File: src/rtl/shift_word_feeder_pkg.sv
// shift_word_feeder shared types and defaults.
// Also consumed by the downstream shift stage.
package shift_pkg;

  localparam int WIDTH = 4;
  localparam int DEPTH = 4;
  localparam int LEN_W = 3;

  typedef enum logic [1:0] {
    IDLE,
    SHIFT,
    GAP
  } feeder_state_t;

endpackage

File: src/rtl/shift_word_feeder_if.sv
// Upstream word handshake into the feeder.
// Master drives the word, slave returns ready.
interface shift_word_feeder_if #(
  parameter int WIDTH = shift_pkg::WIDTH,
  parameter int LEN_W = shift_pkg::LEN_W
);

  logic             in_valid;
  logic [WIDTH-1:0] in_data;
  logic [LEN_W-1:0] in_len;
  logic             in_ready;

  modport master (
    output in_valid,
    output in_data,
    output in_len,
    input  in_ready
  );

  modport slave (
    input  in_valid,
    input  in_data,
    input  in_len,
    output in_ready
  );

endinterface

File: src/rtl/shift_word_feeder_fifo.sv
// Small synchronous FIFO holding {len, data}.
// Full/empty come from the stored level.
module shift_word_fifo #(
  parameter int DW    = 7,
  parameter int DEPTH = 4
) (
  input  logic                         clk,
  input  logic                         rst_n,
  input  logic                         i_push,
  input  logic [DW-1:0]                i_wdata,
  input  logic                         i_pop,
  output logic [DW-1:0]                o_rdata,
  output logic [$clog2(DEPTH+1)-1:0]   o_level,
  output logic                         o_full,
  output logic                         o_empty
);

  localparam int AW = $clog2(DEPTH);
  localparam int LW = $clog2(DEPTH+1);

  logic [DW-1:0] r_mem [DEPTH];
  logic [AW-1:0] r_wptr;
  logic [AW-1:0] r_rptr;
  logic [LW-1:0] r_level;
  logic          w_do_push;
  logic          w_do_pop;

  assign o_full    = (r_level == LW'(DEPTH));
  assign o_empty   = (r_level == '0);
  assign o_level   = r_level;
  assign o_rdata   = r_mem[r_rptr];
  assign w_do_push = i_push && !o_full;
  assign w_do_pop  = i_pop && !o_empty;

  // storage write; contents need no reset
  always_ff @(posedge clk) begin
    if (w_do_push) r_mem[r_wptr] <= i_wdata;
  end

  // pointers wrap naturally; level tracks net push/pop
  always_ff @(posedge clk or posedge rst_n) begin
    if (rst_n) begin
      r_wptr  <= '0;
      r_rptr  <= '0;
      r_level <= '0;
    end else begin
      if (w_do_push) r_wptr <= r_wptr + AW'(1);
      if (w_do_pop)  r_rptr <= r_rptr + AW'(1);
      unique case ({w_do_push, w_do_pop})
        2'b10:   r_level <= r_level + LW'(1);
        2'b01:   r_level <= r_level - LW'(1);
        default: r_level <= r_level;
      endcase
    end
  end

endmodule

File: src/rtl/shift_word_feeder.sv
// Feeds buffered words to the shift stage with a
// per-word enable run and a one-cycle clearing gap.
module shift_word_feeder
  import shift_pkg::*;
#(
  parameter int WIDTH = shift_pkg::WIDTH,
  parameter int DEPTH = shift_pkg::DEPTH,
  parameter int LEN_W = shift_pkg::LEN_W
) (
  input  logic                       clk,
  input  logic                       rst_n,
  shift_word_feeder_if.slave         up,
  output logic [WIDTH-1:0]           out_din,
  output logic                       out_enable,
  output logic                       done,
  output logic                       busy,
  output logic [$clog2(DEPTH+1)-1:0] fifo_level
);

  localparam int DW = LEN_W + WIDTH;

  feeder_state_t    r_state;
  feeder_state_t    w_state_nxt;
  logic [LEN_W-1:0] r_cnt;
  logic [LEN_W-1:0] w_cnt_nxt;
  logic [WIDTH-1:0] r_din;
  logic [WIDTH-1:0] w_din_nxt;
  logic             r_en;
  logic             w_en_nxt;
  logic             r_done;
  logic             w_done_nxt;
  logic             r_busy;

  logic             w_push;
  logic             w_pop;
  logic             w_full;
  logic             w_empty;
  logic [DW-1:0]    w_rdata;
  logic [LEN_W-1:0] w_len;
  logic [LEN_W-1:0] w_len_eff;

  // ready is forced low while reset is held
  assign up.in_ready = !rst_n && !w_full;
  assign w_push      = up.in_valid && up.in_ready;
  assign w_len       = w_rdata[DW-1:WIDTH];
  assign w_len_eff   = (w_len == '0) ? LEN_W'(1) : w_len;

  assign out_din    = r_din;
  assign out_enable = r_en;
  assign done       = r_done;
  assign busy       = r_busy;

  shift_word_fifo #(
    .DW    (DW),
    .DEPTH (DEPTH)
  ) u_fifo (
    .clk     (clk),
    .rst_n   (rst_n),
    .i_push  (w_push),
    .i_wdata ({up.in_len, up.in_data}),
    .i_pop   (w_pop),
    .o_rdata (w_rdata),
    .o_level (fifo_level),
    .o_full  (w_full),
    .o_empty (w_empty)
  );

  // next state and next registered outputs
  always_comb begin
    w_state_nxt = r_state;
    w_cnt_nxt   = r_cnt;
    w_din_nxt   = r_din;
    w_en_nxt    = 1'b0;
    w_done_nxt  = 1'b0;
    w_pop       = 1'b0;
    unique case (r_state)
      IDLE, GAP: begin
        if (!w_empty) begin
          w_pop       = 1'b1;
          w_din_nxt   = w_rdata[WIDTH-1:0];
          w_cnt_nxt   = w_len_eff;
          w_en_nxt    = 1'b1;
          w_done_nxt  = (w_len_eff == LEN_W'(1));
          w_state_nxt = SHIFT;
        end else begin
          w_state_nxt = IDLE;
        end
      end
      SHIFT: begin
        if (r_cnt == LEN_W'(1)) begin
          w_state_nxt = GAP;
        end else begin
          w_cnt_nxt  = r_cnt - LEN_W'(1);
          w_en_nxt   = 1'b1;
          w_done_nxt = (r_cnt == LEN_W'(2));
        end
      end
      default: w_state_nxt = IDLE;
    endcase
  end

  // state, counter and output registers
  always_ff @(posedge clk or posedge rst_n) begin
    if (rst_n) begin
      r_state <= IDLE;
      r_cnt   <= '0;
      r_din   <= '0;
      r_en    <= 1'b0;
      r_done  <= 1'b0;
      r_busy  <= 1'b0;
    end else begin
      r_state <= w_state_nxt;
      r_cnt   <= w_cnt_nxt;
      r_din   <= w_din_nxt;
      r_en    <= w_en_nxt;
      r_done  <= w_done_nxt;
      r_busy  <= (w_state_nxt != IDLE);
    end
  end

endmodule

File: src/flat_wrapper.sv
// flat-port wrapper written by rule: the top's interface ports become plain ports
module shift_word_feeder_flat import shift_pkg::*;
#(
  parameter int WIDTH = shift_pkg::WIDTH,
  parameter int DEPTH = shift_pkg::DEPTH,
  parameter int LEN_W = shift_pkg::LEN_W
)
  (clk, rst_n, out_din, out_enable, done, busy, fifo_level, up_in_valid, up_in_data, up_in_len, up_in_ready);
  shift_word_feeder_if #(.WIDTH(WIDTH), .LEN_W(LEN_W)) up_i ();
  input  logic clk;
  input  logic rst_n;
  output logic [WIDTH-1:0] out_din;
  output logic out_enable;
  output logic done;
  output logic busy;
  output logic [$clog2(DEPTH+1)-1:0] fifo_level;
  input wire logic [$bits(up_i.in_valid)-1:0] up_in_valid;
  input wire logic [$bits(up_i.in_data)-1:0] up_in_data;
  input wire logic [$bits(up_i.in_len)-1:0] up_in_len;
  output wire logic [$bits(up_i.in_ready)-1:0] up_in_ready;
  assign up_i.in_valid = up_in_valid;
  assign up_i.in_data = up_in_data;
  assign up_i.in_len = up_in_len;
  assign up_in_ready = up_i.in_ready;
  shift_word_feeder #(.WIDTH(WIDTH), .DEPTH(DEPTH), .LEN_W(LEN_W)) u_core (.clk(clk), .rst_n(rst_n), .up(up_i), .out_din(out_din), .out_enable(out_enable), .done(done), .busy(busy), .fifo_level(fifo_level));
endmodule
File: config.mk
export PLATFORM = sky130hd
export DESIGN_NAME = shift_word_feeder_flat
export DESIGN_NICKNAME = d
export VERILOG_FILES = /design/src/rtl/shift_word_feeder_pkg.sv /design/src/rtl/shift_word_feeder_if.sv /design/src/rtl/shift_word_feeder_fifo.sv /design/src/rtl/shift_word_feeder.sv /design/src/flat_wrapper.sv
export SDC_FILE = /design/constraint.sdc
export NUM_CORES = 1
export LEC_CHECK = 0
export ABC_AREA = 1
export BUFFER_PORTS_ARGS = -buffer_cell sky130_fd_sc_hd__buf_4
export CAP_MARGIN = 40
export CELL_PAD_IN_SITES_DETAIL_PLACEMENT = 2
export CELL_PAD_IN_SITES_GLOBAL_PLACEMENT = 2
export CORE_MARGIN = 3
export CORE_UTILIZATION = 40
export CTS_BUF_LIST = sky130_fd_sc_hd__clkbuf_4 sky130_fd_sc_hd__clkbuf_8
export CTS_CLUSTER_SIZE = 12
export DETAILED_ROUTE_END_ITERATION = 16
export GPL_TIMING_DRIVEN = 0
export PLACE_DENSITY_LB_ADDON = 0.12
export REMOVE_ABC_BUFFERS = 1
export SKIP_LAST_GASP = 1
export SYNTH_ARGS = -nofsm -noshare
export SYNTH_HDL_FRONTEND = slang
export SYNTH_SLANG_ARGS = --single-unit
File: constraint.sdc
create_clock -name clk -period 2.65 [get_ports clk]
set_clock_uncertainty 0.15 [all_clocks]
set_input_delay 0.1325 -clock clk [delete_from_list [all_inputs] [get_ports clk]]
set_output_delay 0.1325 -clock clk [all_outputs]
set_load 0.01 [all_outputs]
Word level (Yosys, flattened, before mapping)
Memory sizes are Yosys's and may differ from the RTL's.
Index checks and enable logic that the tools add are counted.
{"block": "totals", "register_bits": 19, "ramBits": 28, "inputBits": 10, "out_inout_bits": 11, "word_cells": 59, "mem_count": 1}
{"block": "op_classes", "add_sub_neg": 5, "n_eq_ne": 10, "mux": 17, "n_bitwise": 1, "n_reduce_logical": 16}
{"memory": "u_core.u_fifo.r_mem", "depth": 4, "width": 7, "rd": 1, "rd_ports_with_merged_regs": 0, "wr": 1, "line": "shift_word_feeder_fifo.sv:21", "source": "logic [DW-1:0] r_mem [DEPTH];"}
{"operator": "3-bit one-hot mux with 2 select lines", "count": 2}
{"operator": "3-bit two-way mux", "count": 3}
{"operator": "1-bit two-way mux", "count": 8}
{"operator": "3-bit by 1-bit equality test with 1-bit output, second input constant", "count": 2}
{"operator": "3-bit zero test", "count": 2}
{"operator": "2-bit nonzero test", "count": 3}
{"operator": "3-bit by 1-bit subtractor with 3-bit output, second input constant", "count": 2}
{"operator": "2-bit by 1-bit adder with 2-bit output, second input constant", "count": 2}
{"operator": "2-bit by 1-bit equality test with 1-bit output, second input constant", "count": 2}
{"operator": "2-bit equality test, second input constant", "count": 2}
{"operator": "1-bit logical AND", "count": 4}
{"operator": "2-bit inequality test, second input constant", "count": 2}
{"operator": "1-bit one-hot mux with 2 select lines", "count": 2}
{"operator": "2-bit one-hot mux with 2 select lines", "count": 1}
{"operator": "3-bit by 1-bit adder with 3-bit output, second input constant", "count": 1}
{"operator": "3-bit by 2-bit equality test with 1-bit output, second input constant", "count": 1}
{"operator": "3-bit equality test, second input constant", "count": 1}
{"operator": "1-bit zero test", "count": 3}
{"operator": "3-bit AND reduction", "count": 1}
{"operator": "2-bit zero test", "count": 1}
{"operator": "2-bit two-way mux", "count": 1}
{"operator": "2-bit AND reduction", "count": 1}
{"operator": "2-bit OR reduction", "count": 1}
{"operator": "1-bit inverter", "count": 1}

Depth between registers and ports, before layout
{"block": "logic_depth", "ltp_word": 7, "depth_mapped": 10, "ltp_nobuf": 10}

By module
From an unflattened synthesis, not the netlist that was laid out.
{"block": "hier_totals", "cells_unflattened": 214, "hier_area_um2": 2205.9}
{"module": "shift_word_fifo", "instances": 1, "cells_each": 144, "area_each_um2": 1601.5, "seq_area_each_um2": 1016.0}
{"module": "shift_word_feeder", "instances": 1, "cells_each": 70, "area_each_um2": 604.3, "seq_area_each_um2": 300.3}

Worst setup path before layout
No wires, ideal clock.
{"block": "synth_path", "kind": "reg-to-reg", "start": "register u_core.u_fifo.r_level[2] (netlist: u_core.u_fifo.o_level[2])", "end": "register u_core.u_fifo.r_level[2] (netlist: u_core.u_fifo.o_level[2])", "arrival_time_ns": 1.774, "t_required_ns": 2.369, "setup_slack_ns": 0.595, "stages_incl_launch_ff": 11, "cell_sequence": "dfrtp_1 inv_1 nand3_2 nand2_4 inv_1 ha_1 inv_1 fa_1 a21oi_1 o21ai_0 xor2_1"}
{"item": "from (decl)", "line": "shift_word_feeder_fifo.sv:24", "source": "logic [LW-1:0] r_level;"}
{"item": "from (signal assigned)", "line": "shift_word_feeder_fifo.sv:50", "source": "2'b10: r_level <= r_level + LW'(1);"}
{"item": "from (signal assigned)", "line": "shift_word_feeder_fifo.sv:51", "source": "2'b01: r_level <= r_level - LW'(1);"}
{"item": "from (signal assigned)", "line": "shift_word_feeder_fifo.sv:52", "source": "default: r_level <= r_level;"}
{"item": "3-bit zero test *", "line": "shift_word_feeder_fifo.sv:29", "source": "assign o_empty = (r_level == '0);"}
{"item": "1-bit two-way mux *", "line": "shift_word_feeder.sv:78", "source": "if (!w_empty) begin"}
{"item": "1-bit two-way mux *", "line": "shift_word_feeder.sv:76", "source": "unique case (r_state)"}
{"item": "named net u_core.u_fifo.i_pop", "line": "shift_word_feeder_fifo.sv:11", "source": "input logic i_pop,"}
{"item": "1-bit logical AND *", "line": "shift_word_feeder_fifo.sv:33", "source": "assign w_do_pop = i_pop && !o_empty;"}
{"item": "2-bit by 1-bit equality test with 1-bit output or 2-bit equality test (tied branches)", "line": "shift_word_feeder_fifo.sv:49", "source": "unique case ({w_do_push, w_do_pop})"}
{"item": "3-bit one-hot mux with 2 select lines or 2-bit nonzero test (tied branches)"}
Mark *: on every way through the listed nets, which the timed path passes. The rest lies on a longest branch.
A chain may end at the register's enable or synchronous reset.

Worst setup path after layout
Ends and elaborated chain as after synthesis.

==> Implementation_results.wiki <==
{| class="wikitable"
! Metric !! Value
|-
| 1st-pass router iterations || 3
|-
| Cell with the largest stage delay on the worst path || dfrtp_1
|-
| Post-Syn Instances || around 180
|-
| Worst-case reg-to-reg path depth || 10
|-
| Cell Rows || 25
|-
| Post-CTS Setup Bufs || 0
|-
| Fraction of layout cells with a size suffix above 1 || approximately 20%
|-
| Number of violations of the max-capacitance limit || 0
|-
| Area of the multi-input gates || about 640 um2
|-
| Fraction of the core area covered by cells at the end of the flow || about half
|-
| R2r startpoint || u_core.u_fifo.o_level[2]
|-
| Wire length of the first global-routing pass || about 8000 um
|-
| Required time at the worst-slack endpoint || between 2000 and 3000 ps
|-
| CTS max path bufs || 2
|-
| Total number of nets in the final design || 232
|-
| Overall power consumption || about 2.9 mW
|-
| Type of destination of the critical path || flop
|-
| Number of max-slew violations in the final report || 0
|-
| Final critical-path share of the clock period || 88.5%
|-
| Worst-Skew Late Latency || 310 ps
|-
| DP Worst Slack || roughly 300 ps
|-
| Count of endpoints failing setup in the final report || 0
|-
| Diode insertion count for antenna repair || 0
|-
| Number of vias in the routed layout || 1,370
|-
| Post-cts hold buffer count || 9
|-
| Number of distinct library cells after synthesis || 25
|-
| Start-to-end type of the worst setup path || reg -> reg
|-
| Worst Setup Start Kind || flop
|-
| RSZ-0062 raised after global routing || false
|-
| Flops & latches, synth || between 40 and 50
|-
| Reg2Reg Setup Slack || 300 ps
|-
| Critical path arrival || around 2400 ps
|-
| Finished Cell Area || 0.00247 mm2
|-
| Placed Instances || 264
|-
| Normalized max-slew margin || between 40% and 50%
|-
| Routed wire length || roughly 4700 um
|-
| Peak supply drop || ~0.44 mV
|-
| H-tree levels || 2
|-
| Delay of the slowest cell on the worst path || 440 ps
|-
| Combined global-route utilization of all metal layers || 17.8%
|-
| Via-per-instance ratio || between 4 and 5
|-
| Critical path fanouts, max || 9
|-
| Resize count post-CTS || 0
|-
| Pin count of the biggest net entering global routing || 20
|-
| Placer Congestion || just under 0.8
|-
| Clock transition at the registers of the reported paths || 90 ps
|-
| Smallest hold slack || about 350 ps
|-
| Cell depth of the worst min-delay path || 2
|-
| Vias in the first global route || between 1.5k and 2k
|-
| End point of the most critical hold path || u_core.out_din[3]
|-
| Sinks on the clock net || 47
|-
| Number of buffers created by CTS || 5
|-
| Commonest non-fill, non-tap cells in the layout || nand2_1 (42), edfxtp_1 (28), buf_4 (20)
|-
| Count of filler cells inserted in the layout || 530
|-
| Number of top-level pins || 21
|-
| Fmax achieved || 426 MHz
|-
| Post-detailed-route wirelength per cell || between 15 and 20 um
|-
| Placeable core region || 0.00488 mm2
|-
| Number of buffer cells added on primary ports || 20
|-
| Drt initial violations || 50
|-
| Cell area power density || about 1200 mW/mm2
|-
| Count of warnings emitted by yosys || 0
|-
| Initial Utilization || a little over two fifths
|-
| DIE AREA || between 0.006 and 0.007 mm2
|-
| Die extent in x || 78.0 um
|-
| Setup WS post-layout || roughly 300 ps
|-
| Count of placed standard cells in the final layout, fillers left out || approximately 280
|-
| Post-synthesis sequential area ratio || 63.4%
|-
| Synth Area per Inst || around 11 um2
|-
| Leading cell type in the layout, fill and taps excluded || nand2_1
|-
| Cell chain of the critical path || inv_1, nand3_2, nand2_4, inv_1, ha_1, inv_1, fa_1, a21oi_1, o21ai_0, xor2_1
|-
| Number of remaining DRC errors || 0
|-
| Clock period minus final worst setup slack || about 2300 ps
|-
| Post-Place Cell Area || around 0.0023 mm2
|-
| Area growth from synthesis to layout || 19.2%
|-
| Total Negative Setup Slacks || 0 ps
|-
| Sequential cell area in the final layout || 0.00132 mm2
|-
| Netlist area before placement || 0.00207 mm2
|-
| Static power due to leakage || 1.07 nW
|-
| Class of the tightest hold or removal check || reg -> reg
|-
| Hold Crit Start || u_core.out_din[3]
|-
| Critical Path Most Common Cell || inv_1
|-
| Antenna-violating nets left || 0
|-
| Antenna violations before repair || 0
|-
| TritonCTS clock tree || built
|-
| Slew of the pin with the lowest slew margin || 800 ps
|-
| Final Hold Fails || 0
|-
| DPL Wire Length || between 3000 and 4000 um
|-
| Endpoint of the most critical register-to-register path || u_core.u_fifo.o_level[2]
|-
| Outcome || complete, no violations
|-
| Total congestion overflow after global routing || 0
|-
| Die outline height || between 70 and 80 um
|-
| Clk Tree Root Cell || clkbuf_8
|}
area by class of cell:
| type | count | share of cell area (%) |
|---|---|---|
| clock inverters | 3 | 1.87 |
| multi-input cells | 110 | 25.9 |
| flip-flops and latches | 47 | 53.2 |
| well taps | 67 | 3.39 |
| repair buffers | 29 | 9.72 |
| inverters | 20 | 3.14 |
| clock buffers | 5 | 2.78 |
cell usage after synthesis:
cell type / instances / area (um2)
a21oi_2: 1 / 8.76
a21oi_1: 1 / 5.00
nand2_2: 1 / 6.26
o21ai_1: 1 / 5.00
o22ai_1: 5 / 31.3
buf_4: 1 / 7.51
ha_1: 8 / 100
nand2_4: 3 / 33.8
xor2_1: 3 / 26.3
buf_6: 3 / 33.8
nand2_1: 42 / 158
nor2_8: 1 / 20.0
inv_1: 15 / 56.3
o21ai_0: 13 / 65.1
dfrtp_1: 19 / 475
fa_1: 1 / 20.0
nor2_2: 1 / 6.26
nand3_1: 8 / 40.0
inv_2: 4 / 15.0
edfxtp_1: 28 / 841
nor2_1: 17 / 63.8
xnor2_1: 1 / 8.76
inv_4: 1 / 6.26
nand3_2: 2 / 20.0
a31oi_4: 1 / 21.3
report_power, final:
group          switching (mW)  total, mW  internal (mW)
clock                   0.252      0.536          0.284
sequential              0.169       1.14          0.975
combinational           0.748       1.19          0.437
per-layer routing:
layer	GRT usage, %	vias to the layer above	wire length [um]
met1	19.7	689	1980
met5	0	-	0
met3	3.67	9	97
met4	7.34	0	90
li1	-	656	-
met2	32.9	16	2580
cell families (layout without fill, tap and decap cells):
family          after synthesis  in the layout  synth area share [%]
flops                        47             47                  63.5
fa+ha+maj                     9              9                  5.79
xor+xnor                      4              4                  1.69
buf+inv                      24             57                  5.73
simple gates                 75             75                  16.8
compound gates               22             22                  6.57
how the worst max path moves through the flow:
stage	start	to	slack, ps
floorplan	u_core.u_fifo.o_level[2]	u_core.u_fifo.o_level[2]	600
global route	u_core.u_fifo.o_level[2]	u_core.u_fifo.o_level[2]	150
finish	u_core.u_fifo.o_level[2]	u_core.u_fifo.o_level[2]	300
detailed placement	u_core.u_fifo.o_level[2]	u_core.u_fifo.o_level[2]	300
global placement	u_core.u_fifo.o_level[2]	u_core.u_fifo.o_level[2]	470
CTS	u_core.u_fifo.o_level[2]	u_core.u_fifo.o_level[2]	260
state kept, by name (all words and copies together) (netlist names):
register,cells
u_core.u_fifo.o_level,3
u_core.busy,1
u_core.r_state,2
u_core.done,1
u_core.u_fifo.r_mem,28
u_core.out_enable,1
u_core.r_cnt,3
u_core.u_fifo.r_wptr,2
u_core.u_fifo.r_rptr,2
u_core.out_din,4
worst max-delay path, delay by kind of cell, from the launching register on:
kind / cells / cell delay, ps
AOI/OAI and AO/OA: 2 / 290
xor gates and xnor gates: 1 / 160
adders and majority gates: 2 / 580
buffers and inverters: 3 / 390
DFF: 1 / 440
and+or+nand+nor: 2 / 210
No activity file was read; power rests on OpenSTA's default activity.
